**src/rtl/vga_sync_gen.sv**
```systemverilog
// rtl/vga_sync_gen.sv - VGA timing generator with sync/blank realignment to the pixel pipeline
module vga_sync_gen #(
  parameter int H_DISP   = 640,
  parameter int H_FP     = 16,
  parameter int H_SYNC   = 96,
  parameter int H_BP     = 48,
  parameter int V_DISP   = 480,
  parameter int V_FP     = 10,
  parameter int V_SYNC   = 2,
  parameter int V_BP     = 33,
  parameter int PIPE_DLY = 2,
  parameter bit SYNC_POL = 1'b0
) (
  input  logic       CLK,
  input  logic       RESET,
  input  logic [2:0] rgb_in,
  output logic [9:0] pix_x,
  output logic [9:0] pix_y,
  output logic       hsync,
  output logic       vsync,
  output logic       video_on,
  output logic [2:0] rgb_out,
  output logic       frame_tick
);

  localparam int H_TOT = H_DISP + H_FP + H_SYNC + H_BP;
  localparam int V_TOT = V_DISP + V_FP + V_SYNC + V_BP;

  localparam logic [9:0] H_LAST     = 10'(H_TOT - 1);
  localparam logic [9:0] V_LAST     = 10'(V_TOT - 1);
  localparam logic [9:0] H_VIS_END  = 10'(H_DISP);
  localparam logic [9:0] V_VIS_END  = 10'(V_DISP);
  localparam logic [9:0] H_SYNC_BEG = 10'(H_DISP + H_FP);
  localparam logic [9:0] V_SYNC_BEG = 10'(V_DISP + V_FP);
  localparam logic [9:0] H_SYNC_END = 10'(H_DISP + H_FP + H_SYNC);
  localparam logic [9:0] V_SYNC_END = 10'(V_DISP + V_FP + V_SYNC);

  logic [9:0] r_h_cnt;
  logic [9:0] r_v_cnt;
  logic       r_frame_tick;
  logic [2:0] r_rgb_out;
  // Each delay stage packs {vs, hs, vis}; stage 0 holds the raw signals one cycle old.
  logic [2:0] r_dly [0:PIPE_DLY];

  logic       w_h_last;
  logic       w_v_last;
  logic [2:0] w_raw;
  logic [2:0] w_last;
  logic       w_pre_vis;

  assign w_h_last = (r_h_cnt == H_LAST);
  assign w_v_last = (r_v_cnt == V_LAST);

  assign w_raw[0] = (r_h_cnt < H_VIS_END) && (r_v_cnt < V_VIS_END);
  assign w_raw[1] = (r_h_cnt >= H_SYNC_BEG) && (r_h_cnt < H_SYNC_END);
  assign w_raw[2] = (r_v_cnt >= V_SYNC_BEG) && (r_v_cnt < V_SYNC_END);

  always_ff @(posedge CLK or posedge RESET) begin
    if (RESET) begin
      r_h_cnt      <= '0;
      r_v_cnt      <= '0;
      r_frame_tick <= 1'b0;
    end else begin
      r_frame_tick <= w_h_last && w_v_last;
      if (w_h_last) begin
        r_h_cnt <= '0;
        r_v_cnt <= w_v_last ? 10'd0 : r_v_cnt + 10'd1;
      end else begin
        r_h_cnt <= r_h_cnt + 10'd1;
      end
    end
  end

  always_ff @(posedge CLK or posedge RESET) begin
    if (RESET) begin
      for (int i = 0; i <= PIPE_DLY; i++) r_dly[i] <= '0;
    end else begin
      r_dly[0] <= w_raw;
      for (int i = 1; i <= PIPE_DLY; i++) r_dly[i] <= r_dly[i-1];
    end
  end

  // The colour arriving now belongs to the pixel one stage before the output stage.
  generate
    if (PIPE_DLY == 0) begin : g_pre_live
      assign w_pre_vis = w_raw[0];
    end else begin : g_pre_dly
      assign w_pre_vis = r_dly[PIPE_DLY-1][0];
    end
  endgenerate

  always_ff @(posedge CLK or posedge RESET) begin
    if (RESET) begin
      r_rgb_out <= '0;
    end else begin
      r_rgb_out <= w_pre_vis ? rgb_in : 3'b000;
    end
  end

  assign w_last     = r_dly[PIPE_DLY];
  assign pix_x      = r_h_cnt;
  assign pix_y      = r_v_cnt;
  assign video_on   = w_last[0];
  assign hsync      = SYNC_POL ? w_last[1] : ~w_last[1];
  assign vsync      = SYNC_POL ? w_last[2] : ~w_last[2];
  assign rgb_out    = r_rgb_out;
  assign frame_tick = r_frame_tick;

endmodule

```
**config.mk**
```make
export PLATFORM = sky130hd
export DESIGN_NAME = vga_sync_gen
export DESIGN_NICKNAME = d
export VERILOG_FILES = /design/src/rtl/vga_sync_gen.sv
export SDC_FILE = /design/constraint.sdc
export NUM_CORES = 1
export LEC_CHECK = 0
export CAP_MARGIN = 30
export CORE_AREA = 5 5 59 61
export DETAILED_ROUTE_END_ITERATION = 8
export DIE_AREA = 0 0 64 66
export PLACE_DENSITY = 0.85
export SYNTH_ARGS = -nofsm -noshare
export SYNTH_HDL_FRONTEND = slang
export SYNTH_SLANG_ARGS = --single-unit
```
**constraint.sdc**
```tcl
create_clock -name CLK -period 5.6 [get_ports CLK]
set_input_delay 0.84 -clock CLK [delete_from_list [all_inputs] [get_ports CLK]]
set_output_delay 0.84 -clock CLK [all_outputs]
set_load 0.02 [all_outputs]
```
==> summary.md, run 1 <==
| Metric | Value |
|---|---|
| Via density | `between 5 and 6` |
| Status | `complete, no violations` |
| Worst Hold Class | `reg2reg` |
| Final HPWL DP | `2170 um` |
| Combinational share of power | `0.033` |
| Pwr Density | `~210 mW/mm^2` |
| Syn avg cell area | `approximately 11 sq um` |
| Max-cap viol count | `0` |
| DRC | `0` |
| Clock Latency Late Sink | `around 0.33 ns` |
| Grt total ovfl | `0` |
| Total Power | `approximately 0.38 mW` |
| NetSw | `0.0855 mW` |
| DRT iter0 DRCs | `between 40 and 50` |
| Syn nets | `134` |
| Final Setup Violations | `0` |
| Slowest stage delay, CP | `0.66 ns` |
| Worst flop-to-flop path startpoint | `pix_x[0]` |
| Slowest CP cell | `clkdlybuf4s50_1` |
| Syn. warnings | `0` |
| Clk pwr share | `0.333` |
| Area contributors post-synth | `dfrtp_1 (59%), xnor2_1 (5.0%), ha_1 (3.6%), nand4_1 (3.6%), nand3_1 (2.5%)` |
| Top_reg_cell synth | `dfrtp_1` |
| First-pass GRT wire length | `around 5300 um` |
| Final Net Count | `172` |
| Crit path max fanout | `7` |
| H-tree depth | `2` |
| Setup crit end kind | `output port` |
| Largest net degree at the start of global routing | `34` |
| Leakage | `slightly below 0.8 nW` |
| Core Region | `0.00293 sq mm` |
| Netlist cell types | `28` |
| Clock skew | `0.00793 ns` |
| Cell accounting for the most synthesized area | `dfrtp_1` |
| Flops & latches, synth | `33` |
| RSZ-0062 raised after global routing | `no` |
| Antenna viol nets, final | `0` |
| Fin crit period | `roughly 2.3 ns` |
| Mapped cell area | `approximately 0.0014 sq mm` |
| Hold-fix buffers, CTS | `0` |
| Worst VDD drop | `0.000171 V` |
| DRT Pass-1 Iters | `6` |
| Fraction of layout instances using a drive strength above 1 | `0.0671` |
| RePlAce Congestion | `0.774` |
| Crit-path cells | `clkdlybuf4s50_1` |
| Hold Vio Cnt, Final | `0` |
| Initial core utilization | `0.479` |
| Antenna violations before repair | `0` |
| Arr. time, crit path | `about 1.5 ns` |
| Hold_sp | `r_dly[6]` |
| Die height | `66 um` |
| Clock Pin Slew Worst Setup and Hold Paths | `roughly 0.1 ns` |
| Worst-Margin Slew | `between 0.8 and 0.9 ns` |
| GR Util All Layers | `0.166` |
| Setup Buffers After CTS | `0` |
| TNS Setup | `0 ns` |
| # clock sinks | `33` |
| DIE AREA | `between 0.004 and 0.005 sq mm` |
| Post-synthesis async set-or-reset flop share | `1.00` |
| CTS buffer count | `5` |
| Vias in the first global route | `1186` |
| Internal Power | `~0.29 mW` |
| Commonest cells after routing, fill and taps aside | `dfrtp_1 (33), clkdlybuf4s50_1 (31), inv_1 (9)` |
| CTS root buffer | `clkbuf_4` |
| Achievable frequency | `roughly 430 MHz` |
| Slew Viols, Final | `0` |
| # rows | `20` |
| Area grow syn2layout | `28.6%` |
| Sw Share | `0.226` |
| Sequential power share | `0.634` |
| Synth top area share | `0.588` |
| Final period util | `0.418` |
| FF-to-FF setup slack | `approximately 3.5 ns` |
| Antenna fix cells | `0` |
| Cts repair resizes | `0` |
| Vias | `around 1.1k` |
| Commonest non-fill, non-tap cell in the layout | `dfrtp_1` |
| Critical Path RT | `approximately 4.8 ns` |
| Max Buffers Root-to-Sink | `2` |
| CTS tree | `yes` |
| Post-detailed-routing wire length | `3020 um` |
| Worst Setup SP | `pix_x[2]` |
| Critical path buffers and inverters | `1` |
| Die X-Extent | `about 64 um` |
| CP startpoint kind | `flop` |
| WL/cell | `15.3 um` |
| Delay-heaviest family, CP | `buffers and inverters` |
| Post-synth EDFFs | `0` |
| Seq/Total Area, Yosys | `0.588` |
| Syn Inst Count | `approximately 130` |
| Slew HR | `0.437` |
| I/O pin cnt | `32` |
| WS Path Type | `reg2out` |
| Final hold slack | `0.355 ns` |
| PortBufs | `31` |
power groups by stage:
stage          clock (mW)  combinational, mW  sequential (mW)
3_5_place_dp            0             0.0128            0.244
5_1_grt             0.141             0.0137            0.240
6_report            0.126             0.0123            0.240
3_3_place_gp            0             0.0123            0.244
4_1_cts             0.130             0.0129            0.240
2_1_floorplan           0            0.00425            0.246
cell type report:
cell class,instances,area (sq um)
clock buffers,6,41.3
inverters,9,33.8
clock inverters,2,10.0
fillers,249,1120
flip-flops and latches,33,826
well taps,33,41.3
repair buffers,33,325
multi-input cells,81,528
worst paths after layout:
check,end,cells past startpoint
max,pix_x[2],1
min,r_dly[3],0
max reg2reg,pix_y[6],6
min reg2reg,r_dly[3],0
max in group asynchronous,w_last[2],3
min in group asynchronous,r_dly[4],3
kinds of logic (layout without fill, tap and decap cells):
kind of cell / Yosys count / count (layout) / share of synthesized area
fa+ha+maj: 4 / 4 / 0.0357
simple gates: 53 / 53 / 0.217
buf+inv: 11 / 50 / 0.0356
compound gates: 12 / 12 / 0.0490
xor+xnor: 12 / 12 / 0.0749
flops: 33 / 33 / 0.588
sequential cells by signal, indices dropped and copies added (netlist names):
name / cells
r_dly: 6
frame_tick: 1
w_last: 3
rgb_out: 3
pix_x: 10
pix_y: 10
through the flow:
step / area [sq um] / utilization / setup WS (ns) / cells
finish: 1810 / 0.617 / 3.26 / 197
global route: 1810 / 0.617 / 3.14 / 197
CTS: 1810 / 0.617 / 3.26 / 197
detailed placement: 1750 / 0.599 / 3.51 / 189
global placement: 1750 / 0.597 / 3.26 / 188
floorplan: 1400 / - / 3.63 / 125
cells in the mapped netlist, drive strengths merged (4+ instances only):
master	count
dfrtp	33
inv	9
nand4	8
nor2	8
xnor2	8
nand3	7
o21ai	7
nor3	6
and2	4
and3	4
ha	4
nand2	4
xor2	4
per-layer routing:
| metal | vias to the layer above | wire length (um) | GRT usage |
|---|---|---|---|
| met1 | 515 | 1300 | 0.186 |
| li1 | 512 | - | - |
| met4 | 0 | 100 | 0.114 |
| met3 | 11 | 177 | 0.0629 |
| met5 | - | 0 | 0 |
| met2 | 36 | 1440 | 0.260 |
No activity file was read; power rests on OpenSTA's default activity.
==> run 2, diff against run 1 <==
--- a/config.mk
+++ b/config.mk
@@ -6,10 +6,10 @@
 export NUM_CORES = 1
 export LEC_CHECK = 0
 export CAP_MARGIN = 30
-export CORE_AREA = 5 5 59 61
+export CORE_AREA = 5 5 63 65
 export DETAILED_ROUTE_END_ITERATION = 8
-export DIE_AREA = 0 0 64 66
-export PLACE_DENSITY = 0.85
+export DIE_AREA = 0 0 68 70
+export PLACE_DENSITY = 0.79
 export SYNTH_ARGS = -nofsm -noshare
 export SYNTH_HDL_FRONTEND = slang
 export SYNTH_SLANG_ARGS = --single-unit
==> constraint.sdc (replaced) <==
create_clock -name CLK -period 1.95 [get_ports CLK]
set_input_delay 0.2925 -clock CLK [delete_from_list [all_inputs] [get_ports CLK]]
set_output_delay 0.2925 -clock CLK [all_outputs]
set_load 0.02 [all_outputs]
==> summary.md, run 2 (synthesis results as in run 1) <==
| Metric | Value |
|---|---|
| Fraction of layout instances using a drive strength above 1 | `0.124` |
| Final Net Count | `177` |
| Cell Count, Final, Fillers Out | `~220` |
| Clock Latency Late Sink | `between 0.3 and 0.4 ns` |
| # rows | `21` |
| Combinational share of power | `0.032` |
| Die X-Extent | `68 um` |
| First-pass GRT wire length | `about 5000 um` |
| NetSw | `approximately 0.26 mW` |
| Crit path max fanout | `5` |
| CTS tree | `yes` |
| Hold-fix buffers, CTS | `0` |
| Filler cells | `~290` |
| GR Util All Layers | `0.136` |
| CTS root buffer | `clkbuf_4` |
| Status | `complete, no violations` |
| RePlAce Congestion | `~0.79` |
| Worst Hold Class | `in2async` |
| Vias in the first global route | `roughly 1.1k` |
| CP startpoint kind | `flop` |
| Internal Power | `around 0.84 mW` |
| Final HPWL DP | `2160 um` |
| Clock Pin Slew Worst Setup and Hold Paths | `about 0.11 ns` |
| I/O pin cnt | `32` |
| Final hold slack | `approximately 0.34 ns` |
| Leakage | `0.810 nW` |
| Max-cap viol count | `0` |
| Arr. time, crit path | `2.12 ns` |
| Sw Share | `0.234` |
| Vias | `1090` |
| Pwr Density | `around 600 mW/mm^2` |
| Slowest stage delay, CP | `0.56 ns` |
| Largest net degree at the start of global routing | `34` |
| Antenna violations before repair | `0` |
| Antenna viol nets, final | `0` |
| WS Path Type | `reg2reg` |
| Final period util | `0.953` |
| Setup crit end kind | `flop` |
| Achievable frequency | `538 MHz` |
| Sequential power share | `0.629` |
| Core Region | `between 0.003 and 0.004 sq mm` |
| DRT iter0 DRCs | `45` |
| Post-detailed-routing wire length | `2910 um` |
| DRT Pass-1 Iters | `4` |
| WL/cell | `~14 um` |
| # clock sinks | `33` |
| DIE AREA | `between 0.004 and 0.005 sq mm` |
| Worst VDD drop | `slightly above 0.0003 V` |
| Worst-Margin Slew | `between 0.4 and 0.5 ns` |
| H-tree depth | `2` |
| Antenna fix cells | `0` |
| Via density | `roughly 5.1` |
| Slew HR | `0.728` |
| PortBufs | `31` |
| Clk pwr share | `0.339` |
| Slowest CP cell | `or4_4` |
| Grt total ovfl | `0` |
| RSZ-0062 raised after global routing | `no` |
| Placed insts | `approximately 210` |
| Final Setup Violations | `0` |
| Area grow syn2layout | `33.4%` |
| DRC | `0` |
| Fin crit period | `1.86 ns` |
| Die height | `about 70 um` |
| Clock skew | `around 0.0063 ns` |
| Setup Buffers After CTS | `0` |
| Initial core utilization | `0.427` |
| CTS buffer count | `5` |
| Hold Vio Cnt, Final | `0` |
| Commonest cells after routing, fill and taps aside | `dfrtp_1 (31), clkdlybuf4s50_1 (31), inv_1 (9)` |
| TNS Setup | `0 ns` |
| Slew Viols, Final | `0` |
| Max Buffers Root-to-Sink | `2` |
| Crit-path cells | `ha_2 > nand3_2 > or4_4 > or3_1 > a21oi_1` |
| Critical Path RT | `about 2.2 ns` |
==> run 2: routing by layer <==
layer	track usage	up-vias	share of wire
met3	0.0417	9	0.062
met4	0.0596	0	0.022
met2	0.222	41	0.50
li1	-	518	-
met1	0.160	522	0.41
met5	0	-	0
==> run 2: final timing paths <==
kind | endpoint | cells past startpoint | startpoint | slack [ns]
worst min-delay path | pix_y[5] | 3 | RESET | 0.34
min in group CLK | w_last[1] | 0 | r_dly[4] | 0.36
worst max-delay path | pix_y[4] | 5 | pix_x[1] | 0.09
max in group asynchronous | pix_x[1] | 3 | RESET | 1.29
worst max register to register | pix_y[4] | 5 | pix_x[1] | 0.09
worst min register to register | w_last[1] | 0 | r_dly[4] | 0.36
==> run 2: critical path, delay by kind of cell, from the launching register on <==
kind / cells / cell delay [ns]
flip-flops: 1 / 0.41
AO/OA/AOI/OAI: 1 / 0.15
AND/OR/NAND/NOR: 3 / 1.01
adder cells (fa/ha/maj): 1 / 0.23
==> run 2: cell type report <==
class | instances | area [sq um] | area share
Inverter | 9 | 33.8 | 0.0180
Timing Repair Buffer | 38 | 363 | 0.194
Clock buffer | 5 | 37.5 | 0.0200
Clock inverter | 3 | 17.5 | 0.00935
Tap cell | 46 | 57.6 | 0.0307
Multi-Input combinational cell | 81 | 536 | 0.286
Sequential cell | 33 | 828 | 0.442
==> run 2: stage by stage <==
stage | setup WS, ns | instance area [sq um] | power, mW | util
floorplan | 0.0689 | 1410 | 0.718 | -
global placement | 0.133 | 1810 | 0.737 | 0.551
detailed placement | 0.0576 | 1810 | 0.738 | 0.551
CTS | 0.0276 | 1870 | 1.11 | 0.568
global route | 0.0348 | 1870 | 1.15 | 0.570
finish | 0.0908 | 1870 | 1.09 | 0.570
==> run 2: repair_timing <==
action	4_1_cts	5_1_grt
resized for setup	0	2
endpoints found under the hold margin	0	0
setup endpoints to repair	0	1
==> run 2: power groups by stage <==
| stage | clock network (mW) | registers (mW) | logic [mW] |
|---|---|---|---|
| finish | 0.370 | 0.688 | 0.0352 |
| floorplan | 0 | 0.705 | 0.0122 |
| CTS | 0.386 | 0.688 | 0.0368 |
| global route | 0.420 | 0.688 | 0.0397 |
| global placement | 0 | 0.701 | 0.0355 |
| detailed placement | 0 | 0.701 | 0.0366 |
